==> src/rtl/controlador_banco_pkg.sv <==
// Shared definitions for the register-bank controller.
//   LARG_END   : bank address width as seen on the bank ports
//   LARG_IDX   : significant register index width (32 registers)
//   LARG_DADO  : data width
//   RW_LEITURA / RW_ESCRITA : bank RW encoding
//   end_banco() : widens a register index to a bank address with MSB forced to 0
package controlador_banco_pkg;

    localparam int LARG_END  = 6;
    localparam int LARG_IDX  = 5;
    localparam int LARG_DADO = 16;

    localparam logic RW_LEITURA = 1'b0;
    localparam logic RW_ESCRITA = 1'b1;

    function automatic logic [LARG_END-1:0] end_banco(input logic [LARG_IDX-1:0] idx);
        return {1'b0, idx};
    endfunction

endpackage

==> src/rtl/controlador_banco_buffer_escrita.sv <==
// Write buffer: synchronous FIFO of {register index, data}.
// Ports:
//   clk, rst_n            clock, asynchronous active-low reset (empties the FIFO)
//   push, push_addr/dado  enqueue request and entry contents
//   pop                   dequeue the head entry
//   full, empty, count    occupancy
//   ent_addr/dado/valid   every entry in age order: index 0 is the head (oldest),
//                         higher indices are younger; valid marks occupied slots
module controlador_banco_buffer_escrita
    import controlador_banco_pkg::*;
#(
    parameter int PROFUNDIDADE = 2
) (
    input  logic                                      clk,
    input  logic                                      rst_n,
    input  logic                                      push,
    input  logic [LARG_IDX-1:0]                       push_addr,
    input  logic [LARG_DADO-1:0]                      push_dado,
    input  logic                                      pop,
    output logic                                      full,
    output logic                                      empty,
    output logic [$clog2(PROFUNDIDADE):0]             count,
    output logic [PROFUNDIDADE-1:0][LARG_IDX-1:0]     ent_addr,
    output logic [PROFUNDIDADE-1:0][LARG_DADO-1:0]    ent_dado,
    output logic [PROFUNDIDADE-1:0]                   ent_valid
);

    localparam int LP = $clog2(PROFUNDIDADE);

    logic [PROFUNDIDADE-1:0][LARG_IDX-1:0]  mem_addr;
    logic [PROFUNDIDADE-1:0][LARG_DADO-1:0] mem_dado;
    logic [LP-1:0]                          wr_ptr;
    logic [LP-1:0]                          rd_ptr;
    logic [LP:0]                            count_q;
    logic                                   push_ok;
    logic                                   pop_ok;

    assign full    = (count_q == (LP+1)'(PROFUNDIDADE));
    assign empty   = (count_q == '0);
    assign count   = count_q;
    assign push_ok = push && !full;
    assign pop_ok  = pop && !empty;

    always_ff @(posedge clk or negedge rst_n) begin
        if (!rst_n) begin
            wr_ptr   <= '0;
            rd_ptr   <= '0;
            count_q  <= '0;
            mem_addr <= '0;
            mem_dado <= '0;
        end else begin
            if (push_ok) begin
                mem_addr[wr_ptr] <= push_addr;
                mem_dado[wr_ptr] <= push_dado;
                wr_ptr           <= wr_ptr + 1'b1;
            end
            if (pop_ok) begin
                rd_ptr <= rd_ptr + 1'b1;
            end
            case ({push_ok, pop_ok})
                2'b10:   count_q <= count_q + 1'b1;
                2'b01:   count_q <= count_q - 1'b1;
                default: count_q <= count_q;
            endcase
        end
    end

    // Rotate storage into age order so the consumer can pick the youngest
    // match simply by scanning upward.
    always_comb begin
        logic [LP-1:0] idx;
        ent_addr  = '0;
        ent_dado  = '0;
        ent_valid = '0;
        idx       = '0;
        for (int k = 0; k < PROFUNDIDADE; k++) begin
            idx          = rd_ptr + LP'(k);
            ent_addr[k]  = mem_addr[idx];
            ent_dado[k]  = mem_dado[idx];
            ent_valid[k] = ((LP+1)'(k) < count_q);
        end
    end

endmodule

==> src/rtl/controlador_banco.sv <==
// Register-bank controller: shares a 32x16 bank (dual read or single write per
// cycle, registered read outputs) between a two-operand read client and a
// buffered write client, with anti-starvation and read-after-write forwarding.
// Ports:
//   clk, rst_n                      clock, asynchronous active-low reset
//   rd_req, rd_addr_a/b             read request (held until rd_ack) and operands
//   rd_ack                          read issued this cycle (combinational)
//   rd_valid, rd_dado_a/b           read result, one cycle after rd_ack
//   wr_req, wr_addr, wr_dado        write request (held until wr_ack)
//   wr_ack                          write accepted into the buffer (combinational)
//   buffer_vazio                    no pending writes
//   banco_regA/B/C, banco_dado,
//   banco_RW                        bank command
//   banco_saidaA/B                  bank registered read data
module controlador_banco
    import controlador_banco_pkg::*;
#(
    parameter int PROFUNDIDADE  = 2,
    parameter int LIMITE_ESPERA = 4
) (
    input  logic                 clk,
    input  logic                 rst_n,
    input  logic                 rd_req,
    input  logic [LARG_END-1:0]  rd_addr_a,
    input  logic [LARG_END-1:0]  rd_addr_b,
    output logic                 rd_ack,
    output logic                 rd_valid,
    output logic [LARG_DADO-1:0] rd_dado_a,
    output logic [LARG_DADO-1:0] rd_dado_b,
    input  logic                 wr_req,
    input  logic [LARG_END-1:0]  wr_addr,
    input  logic [LARG_DADO-1:0] wr_dado,
    output logic                 wr_ack,
    output logic                 buffer_vazio,
    output logic [LARG_END-1:0]  banco_regA,
    output logic [LARG_END-1:0]  banco_regB,
    output logic [LARG_END-1:0]  banco_regC,
    output logic [LARG_DADO-1:0] banco_dado,
    output logic                 banco_RW,
    input  logic [LARG_DADO-1:0] banco_saidaA,
    input  logic [LARG_DADO-1:0] banco_saidaB
);

    localparam int LC = $clog2(LIMITE_ESPERA + 1);

    logic                                   full;
    logic                                   empty;
    logic [$clog2(PROFUNDIDADE):0]          count;
    logic [PROFUNDIDADE-1:0][LARG_IDX-1:0]  ent_addr;
    logic [PROFUNDIDADE-1:0][LARG_DADO-1:0] ent_dado;
    logic [PROFUNDIDADE-1:0]                ent_valid;

    logic                 emite_escrita;
    logic                 emite_leitura;
    logic                 achou_a;
    logic                 achou_b;
    logic [LARG_DADO-1:0] fwd_dado_a;
    logic [LARG_DADO-1:0] fwd_dado_b;

    // Remaining reads a pending write may still yield to; zero forces the write.
    logic [LC-1:0]        credito;
    logic                 fwd_a_q;
    logic                 fwd_b_q;
    logic [LARG_DADO-1:0] fwd_dado_a_q;
    logic [LARG_DADO-1:0] fwd_dado_b_q;

    // Address bit 5 carries no meaning for a 32-entry bank.
    logic unused_msb;
    assign unused_msb = ^{rd_addr_a[LARG_END-1], rd_addr_b[LARG_END-1], wr_addr[LARG_END-1]};

    controlador_banco_buffer_escrita #(
        .PROFUNDIDADE (PROFUNDIDADE)
    ) u_buffer (
        .clk       (clk),
        .rst_n     (rst_n),
        .push      (wr_ack),
        .push_addr (wr_addr[LARG_IDX-1:0]),
        .push_dado (wr_dado),
        .pop       (emite_escrita),
        .full      (full),
        .empty     (empty),
        .count     (count),
        .ent_addr  (ent_addr),
        .ent_dado  (ent_dado),
        .ent_valid (ent_valid)
    );

    // Scheduler. rst_n gates the handshakes so nothing is acknowledged while
    // the block is held in reset. A full buffer refuses a push even if it
    // drains in the same cycle.
    always_comb begin
        emite_escrita = rst_n && !empty && (!rd_req || full || (credito == '0));
        emite_leitura = rst_n && !emite_escrita && rd_req;
        rd_ack        = emite_leitura;
        wr_ack        = rst_n && wr_req && !full;
        banco_RW      = emite_escrita ? RW_ESCRITA : RW_LEITURA;
        banco_regA    = end_banco(rd_addr_a[LARG_IDX-1:0]);
        banco_regB    = end_banco(rd_addr_b[LARG_IDX-1:0]);
        banco_regC    = end_banco(ent_addr[0]);
        banco_dado    = ent_dado[0];
    end

    // Forwarding search. Entries are in age order, so the last hit is the
    // youngest. A write pushed this cycle is not yet in storage and is
    // therefore naturally excluded.
    always_comb begin
        achou_a    = 1'b0;
        achou_b    = 1'b0;
        fwd_dado_a = '0;
        fwd_dado_b = '0;
        for (int k = 0; k < PROFUNDIDADE; k++) begin
            if (ent_valid[k] && (ent_addr[k] == rd_addr_a[LARG_IDX-1:0])) begin
                achou_a    = 1'b1;
                fwd_dado_a = ent_dado[k];
            end
            if (ent_valid[k] && (ent_addr[k] == rd_addr_b[LARG_IDX-1:0])) begin
                achou_b    = 1'b1;
                fwd_dado_b = ent_dado[k];
            end
        end
    end

    always_ff @(posedge clk or negedge rst_n) begin
        if (!rst_n) begin
            rd_valid     <= 1'b0;
            fwd_a_q      <= 1'b0;
            fwd_b_q      <= 1'b0;
            fwd_dado_a_q <= '0;
            fwd_dado_b_q <= '0;
            credito      <= LC'(LIMITE_ESPERA);
        end else begin
            rd_valid <= emite_leitura;
            if (emite_leitura) begin
                fwd_a_q      <= achou_a;
                fwd_b_q      <= achou_b;
                fwd_dado_a_q <= fwd_dado_a;
                fwd_dado_b_q <= fwd_dado_b;
            end
            // Only reads that overtake a pending write consume credit.
            if (emite_escrita || empty) begin
                credito <= LC'(LIMITE_ESPERA);
            end else if (emite_leitura && (credito != '0)) begin
                credito <= credito - 1'b1;
            end
        end
    end

    assign rd_dado_a    = rd_valid ? (fwd_a_q ? fwd_dado_a_q : banco_saidaA) : '0;
    assign rd_dado_b    = rd_valid ? (fwd_b_q ? fwd_dado_b_q : banco_saidaB) : '0;
    assign buffer_vazio = (count == '0);

endmodule

==> config.mk <==
export PLATFORM = sky130hd
export DESIGN_NAME = controlador_banco
export DESIGN_NICKNAME = d
export VERILOG_FILES = /design/src/rtl/controlador_banco_pkg.sv /design/src/rtl/controlador_banco_buffer_escrita.sv /design/src/rtl/controlador_banco.sv
export SDC_FILE = /design/constraint.sdc
export NUM_CORES = 1
export LEC_CHECK = 0
export CAP_MARGIN = 20
export CORE_MARGIN = 3
export CORE_UTILIZATION = 44
export DETAILED_ROUTE_END_ITERATION = 10
export PLACE_DENSITY = 0.77
export SKIP_LAST_GASP = 1
export SLEW_MARGIN = 0
export SYNTH_ARGS = -nofsm -noshare
export SYNTH_HDL_FRONTEND = slang
export SYNTH_SLANG_ARGS = --single-unit
==> constraint.sdc <==
create_clock -name clk -period 2.3 [get_ports clk]
set_input_delay 0.46 -clock clk [delete_from_list [all_inputs] [get_ports clk]]
set_output_delay 0.46 -clock clk [all_outputs]
set_load 0.03 [all_outputs]
# Word level (Yosys, flattened, before mapping)

Index checks and enable logic that the tools add are counted.

Register bits: 84

Add/subtract/negate cells: 5
Magnitude comparators: 6
Equal/unequal tests: 7
Multiplexer cells: 30
Reduce and logical (&&, ||, !) cells: 26

Operators by type and width:

| kind                                                 | count |
|---|---|
| two-way mux 16 bit                                   | 13 |
| bitwise mux 32 bit                                   | 1 |
| two-way mux 5 bit                                    | 5 |
| equality test 5 bit                                  | 4 |
| demux 16 bit (select 1 bit)                          | 1 |
| logical AND 1 bit                                    | 14 |
| bitwise mux 10 bit                                   | 1 |
| < comparator 1 x 2 -> 1 bit (second input constant)  | 3 |
| two-way mux 3 bit                                    | 2 |
| demux 5 bit (select 1 bit)                           | 1 |
| two-way mux 1 bit                                    | 5 |
| equality test 2 bit (second input constant)          | 2 |
| zero test 1 bit                                      | 4 |
| < comparator 1 x 2 -> 1 bit (first input constant)   | 2 |
| one-hot mux 2 bit (2 select lines)                   | 1 |
| nonzero test 2 bit                                   | 2 |
| zero test 3 bit                                      | 1 |
| logical OR 1 bit                                     | 3 |
| nonzero test 3 bit                                   | 1 |
| subtractor 3 x 1 -> 3 bit (second input constant)    | 1 |
| adder 1 bit (second input constant)                  | 2 |
| adder 2 x 1 -> 2 bit (second input constant)         | 1 |
| equality test 2 x 1 -> 1 bit (second input constant) | 1 |
| zero test 2 bit                                      | 1 |
| 2 further kinds                                      | 2 |

# Logic depth before layout (Yosys ltp)

Depth in word-level cells: 10
Mapped depth: 9

# Hierarchy

Synthesis repeated with hierarchy kept, for this count alone.

Cell total of the unflattened synthesis: 442
Area, all modules: 5144.9 µm²

By module, submodules not included:

| module                           | times used | cells each | area each (µm²) |
|---|---|---|---|
| controlador_banco                | 1          | 285        | 2751.4 |
| controlador_banco_buffer_escrita | 1          | 157        | 2393.5 |

# Worst setup path before layout

OpenSTA, ideal clock, no wires.

Kind: reg2reg
Start: reg u_buffer.count_q[0] (netlist: u_buffer.count[0])
End: reg fwd_dado_b_q[11]
Setup time: 92 ps
Data arrival time: 2492 ps
Required time: 2208 ps
Path slack: -284 ps
Stages on the path, launching flop included: 10
Buffers on the path: 2
Clock period less this slack: 2584 ps
Path through: dfrtp_1 > inv_1 > ha_1 > nor2b_2 > or3b_1 > or4_1 > buf_2 > or2_4 > buf_6 > o31ai_2

Cells in the longest elaborated chain, start to end: 7

RTL lines:

| element                         | line                                   | source |
|---|---|---|
| from (decl)                     | controlador_banco_buffer_escrita.sv:34 | `logic [LP:0] count_q;` |
| from (signal assigned)          | controlador_banco_buffer_escrita.sv:61 | `2'b10: count_q <= count_q + 1'b1;` |
| from (signal assigned)          | controlador_banco_buffer_escrita.sv:62 | `2'b01: count_q <= count_q - 1'b1;` |
| from (signal assigned)          | controlador_banco_buffer_escrita.sv:63 | `default: count_q <= count_q;` |
| zero test 2 bit                 | -                                      |  |
| named net buffer_vazio          | controlador_banco.sv:34                | `output logic buffer_vazio,` |
| zero test 1 bit                 | controlador_banco.sv:92                | `emite_escrita = rst_n && !empty && (!rd_req \|\| full \|\| (credito == '0));` |
| logical AND 1 bit (2 in series) | controlador_banco.sv:92                |  |
| zero test 1 bit                 | controlador_banco.sv:93                | `emite_leitura = rst_n && !emite_escrita && rd_req;` |
| logical AND 1 bit (2 in series) | controlador_banco.sv:93                |  |
| to (signal assigned)            | controlador_banco.sv:137               | `fwd_dado_b_q <= fwd_dado_b;` |
| to (decl)                       | controlador_banco.sv:65                | `logic [LARG_DADO-1:0] fwd_dado_b_q;` |

The timed path passes the listed nets, and every way through them passes these cells.
A chain may end at the register's enable or synchronous reset.

# Worst setup path in the final report

Start: reg u_buffer.count_q[0] (netlist: u_buffer.count[0])
End: reg fwd_dado_b_q[2]

Cells in the longest elaborated chain, start to end: 7

RTL lines:

| element                                                | line |
|---|---|
| equality test 2 bit or zero test 2 bit (tied branches) | controlador_banco_buffer_escrita.sv:38, controlador_banco_buffer_escrita.sv:39 |
| logical OR 1 bit or zero test 1 bit (tied branches)    | controlador_banco.sv:92 |
| logical OR 1 bit or logical AND 1 bit (tied branches)  | controlador_banco.sv:92 |
| logical AND 1 bit                                      | controlador_banco.sv:92 |
| zero test 1 bit                                        | controlador_banco.sv:93 |
| logical AND 1 bit (2 in series)                        | controlador_banco.sv:93 |

Parallel ways exist; a longest one is shown, timed or not.

==> summary.md <==
| Metric | Value |
|---|---|
| Highest metal layer used by the detailed router | met4 |
| Highest ir drop seen on vdd | about 720 uV |
| Number of antenna violations at the first check in global routing | 0 |
| Total wire length | 13.28 mm |
| Horizontal die dimension | around 110 um |
| Number of global-route vias before repair | slightly above 4000 |
| Final weighted congestion of routability-driven global placement | roughly 0.84 |
| Maximum level of the CTS H-tree | 3 |
| Placeable Area | approximately 11000 sq um |
| Worst slack at placement | -0.2751 ns |
| Synth Cell Area | 5127 sq um |
| Top-Level Pins | 141 |
| Kind of capture point of the worst setup path | register |
| Total Neg Setup Slack | 0 ns |
| Worst endpoint required time | 2.54 ns |
| Synthesis Warnings | 0 |
| Worst path setup slack after routing | between 0.03 and 0.04 ns |
| Fraction of the yosys area taken by sequential cells | 41.02% |
| RSZ-0062 raised after global routing | true |
| Number of remaining DRC errors | 0 |
| Count of input and output buffers | roughly 130 |
| Share of cells above drive strength 1 | approximately a quarter |
| Cell area after layout | ~7100 sq um |
| Areal power density over the cells | roughly 1300 nW/um^2 |
| First-pass DRT Iterations | 4 |
| Dominant cells by area after synthesis | sky130_fd_sc_hd__dfrtp_1, sky130_fd_sc_hd__mux2i_1, sky130_fd_sc_hd__mux2_1, sky130_fd_sc_hd__a32oi_1, sky130_fd_sc_hd__nor2b_1 |
| Final setup skew | 0.005447 ns |
| Cell type with the highest aggregate area in the netlist | sky130_fd_sc_hd__dfrtp_1 |
| Post-Route Utilization | between 60% and 70% |
| Slew Limit Fails | 0 |
| Maxcap violations | 0 |
| Hold Violations, Final | 0 |
| Largest net degree at the start of global routing | 62 |
| Endpoint arrival time on the critical path | 2.51 ns |
| Critical Path Start Type | register |
| CTS buffer count | 9 |
| Detail-routed via count per cell | 5.423 |
| Total leakage power | ~0.0032 uW |
| Worst-Skew Late Latency | approximately 0.33 ns |
| Wire length per cell | 17.38 um |
| Die area | 12980 sq um |
| Hold_buf cts | 0 |
| Crit share post-route | 98.65% |
| Total setup violations reported at the end of the flow | 0 |
| Overall Global Routing Usage | between 20% and 30% |
| FF+latch count, synth | 84 |
| Fraction of synthesized cell area taken by the top area cell type | between 40% and 50% |
| Final HPWL DP | 9.767 mm |
| Clk sinks | between 80 and 90 |
| Number of core rows | 38 |
| CTS clock-pin slew for the worst setup and hold paths | ~0.06 ns |
| Root Driver | sky130_fd_sc_hd__clkbuf_16 |
| F_max | between 400 and 500 MHz |
| Met3 routed WL | 801 um |
| Count of mapped cells out of synthesis | 463 |
| Count of vias placed by the detailed router | ~4100 |
| Final-stage net count | 695 |
| Maximum clock path buffer count | 2 |
| First-pass GRT wire length | around 21 mm |
| Rel. slew slack | 47.03% |
| Remaining Overflow, GRT | 0 |
| CTS tree | done |
| Routed met1 length | approximately 5.9 mm |
| Worst hold path class | in -> async |
| Result of the run | complete, no violations |
| Critical setup path kind | reg -> reg |
| Residual antenna-violating net count after detailed routing | 0 |
| Die extent in y | roughly 110 um |
| Post-route minimum period | about 2.3 ns |
| Critical-path maximum fanout | 6 |
| Effective utilization at floorplan | roughly 46% |
| Number of design-rule violations left by the first detailed-router iteration | approximately 140 |
| Distinct cell type count after synthesis | 42 |
| Post-Syn Area per Cell | approximately 11 sq um |
| Metal2 WL | about 6.5 mm |
| Post-detailed-placement cell area | roughly 6700 sq um |
| Post-synthesis to final-layout area growth | 38.90% |
| Transition time at the pin with the least slew margin | around 0.8 ns |
| Number of antenna repair diodes | 0 |
-- metal layers --
| layer | global-route usage [%] | vias to the layer above |
|---|---|---|
| li1 | - | 1977 |
| met1 | 27.62 | 2005 |
| met2 | 34.23 | 153 |
| met3 | 2.865 | 8 |
| met4 | 6.017 | 0 |
| met5 | 0 | - |
-- flip-flops by register name, summed over array words and instances (netlist names) --
| name | flops |
|---|---|
| credito | 3 |
| fwd_a_q | 1 |
| fwd_b_q | 1 |
| fwd_dado_a_q | 16 |
| fwd_dado_b_q | 16 |
| rd_valid | 1 |
| u_buffer.count | 2 |
| u_buffer.mem_addr | 10 |
| u_buffer.mem_dado | 32 |
| u_buffer.rd_ptr | 1 |
| u_buffer.wr_ptr | 1 |
-- power breakdown --
part           internal (uW)  switching (uW)
logic                   2370            2960
registers               2020             423
clock network            849             551
-- stage by stage --
stage | power [uW] | instances | hold slack, ns
global placement | 7634 | 742 | 0.4601
global route | 9713 | 764 | 0.1533
CTS | 9094 | 760 | 0.1350
finish | 9163 | 764 | 0.1337
detailed placement | 7747 | 742 | 0.4849
floorplan | 5721 | 465 | 0.1644
-- final timing paths --
kind                            slack (ns)                     startpoint  cells past startpoint                                to
worst max-delay path                  0.03  u_buffer.count[0]$_DFFE_PN0P_                      7       fwd_dado_b_q[2]$_DFFE_PN0P_
worst min-delay path                  0.13                          rst_n                      2       u_buffer.wr_ptr$_DFFE_PN0P_
worst max register to register        0.03  u_buffer.count[0]$_DFFE_PN0P_                      7       fwd_dado_b_q[2]$_DFFE_PN0P_
worst min register to register        0.50    fwd_dado_a_q[9]$_DFFE_PN0P_                      2       fwd_dado_a_q[9]$_DFFE_PN0P_
max in group asynchronous             1.07                          rst_n                      3  u_buffer.mem_addr[2]$_DFFE_PN0P_
min in group clk                      0.50    fwd_dado_a_q[9]$_DFFE_PN0P_                      2       fwd_dado_a_q[9]$_DFFE_PN0P_
-- cell families (layout without fill, tap and decap cells) --
logic type / count (synthesis) / count (layout) / synth area share (%)
AO/OA/AOI/OAI: 69 / 69 / 11.74
XOR/XNOR: 24 / 24 / 4.100
adder cells (fa/ha/maj): 6 / 6 / 1.464
buffers and inverters: 74 / 232 / 7.296
flip-flops: 84 / 84 / 41.02
multiplexers: 118 / 118 / 24.55
other: 1 / 3 / 0.07314
AND/OR/NAND/NOR: 87 / 88 / 9.761
-- area by class of cell --
class                      count  area, sq um
clock buffer                  15        287.8
clock inverter                 1        5.005
fill                         865         4004
inverter                      27        103.9
multi-input combinational    308         2758
sequential                    84         2105
tap                          140        175.2
timing repair buffer         189         1688
-- synth_stat cells, drive strengths merged --
cell	instances
dfrtp	83
mux2i	75
mux2	43
nor2b	34
a32oi	31
buf	29
inv	27
o31ai	26
nor2	24
clkbuf	18
xnor2	17
nand2	8
xor2	7
ha	6
o41ai	5
nand2b	4
nand3	4
and2	3
nor4	2
o21a	2
o21ai	2
or2	2
or3b	2
a21oi	1
and3	1
conb	1
dfstp	1
nand4	1
o211ai	1
o311ai	1
or3	1
or4	1
-- layout by cell type, fill, tap and decap left out, types with 4 or more instances in the layout --
cell                               n
sky130_fd_sc_hd__mux2_1           43
sky130_fd_sc_hd__inv_1            23
sky130_fd_sc_hd__buf_12            4
sky130_fd_sc_hd__o41ai_1           4
sky130_fd_sc_hd__nor2_1           23
sky130_fd_sc_hd__a32oi_1          31
sky130_fd_sc_hd__buf_4            93
sky130_fd_sc_hd__ha_1              5
sky130_fd_sc_hd__clkbuf_16         9
sky130_fd_sc_hd__o31ai_1          16
sky130_fd_sc_hd__nor2b_1          33
sky130_fd_sc_hd__dfrtp_1          82
sky130_fd_sc_hd__mux2i_2           5
sky130_fd_sc_hd__clkbuf_8          4
sky130_fd_sc_hd__nand2_1           8
sky130_fd_sc_hd__xor2_1            7
sky130_fd_sc_hd__o31ai_2           9
sky130_fd_sc_hd__clkdlybuf4s50_1  75
sky130_fd_sc_hd__xnor2_1          17
sky130_fd_sc_hd__mux2i_1          68
sky130_fd_sc_hd__dlygate4sd2_1    14
-- timing repair --
action                                  4_1_cts  5_1_grt
cloned                                        0        1
endpoints found under the setup margin       20       25
pin swaps                                     1        1
resized for setup                            18       14
buffers inserted                              2        3
-- critical path, stage by stage, from the launching register on --
cell and delay [ns]:
sky130_fd_sc_hd__dfrtp_1 0.36, sky130_fd_sc_hd__inv_2 0.06, sky130_fd_sc_hd__ha_1 0.21, sky130_fd_sc_hd__nand2b_4 0.14, sky130_fd_sc_hd__or3b_4 0.37, sky130_fd_sc_hd__or4_4 0.47, sky130_fd_sc_hd__or2_4 0.34, sky130_fd_sc_hd__o31ai_1 0.21
Power figures use the tool's default switching activity.
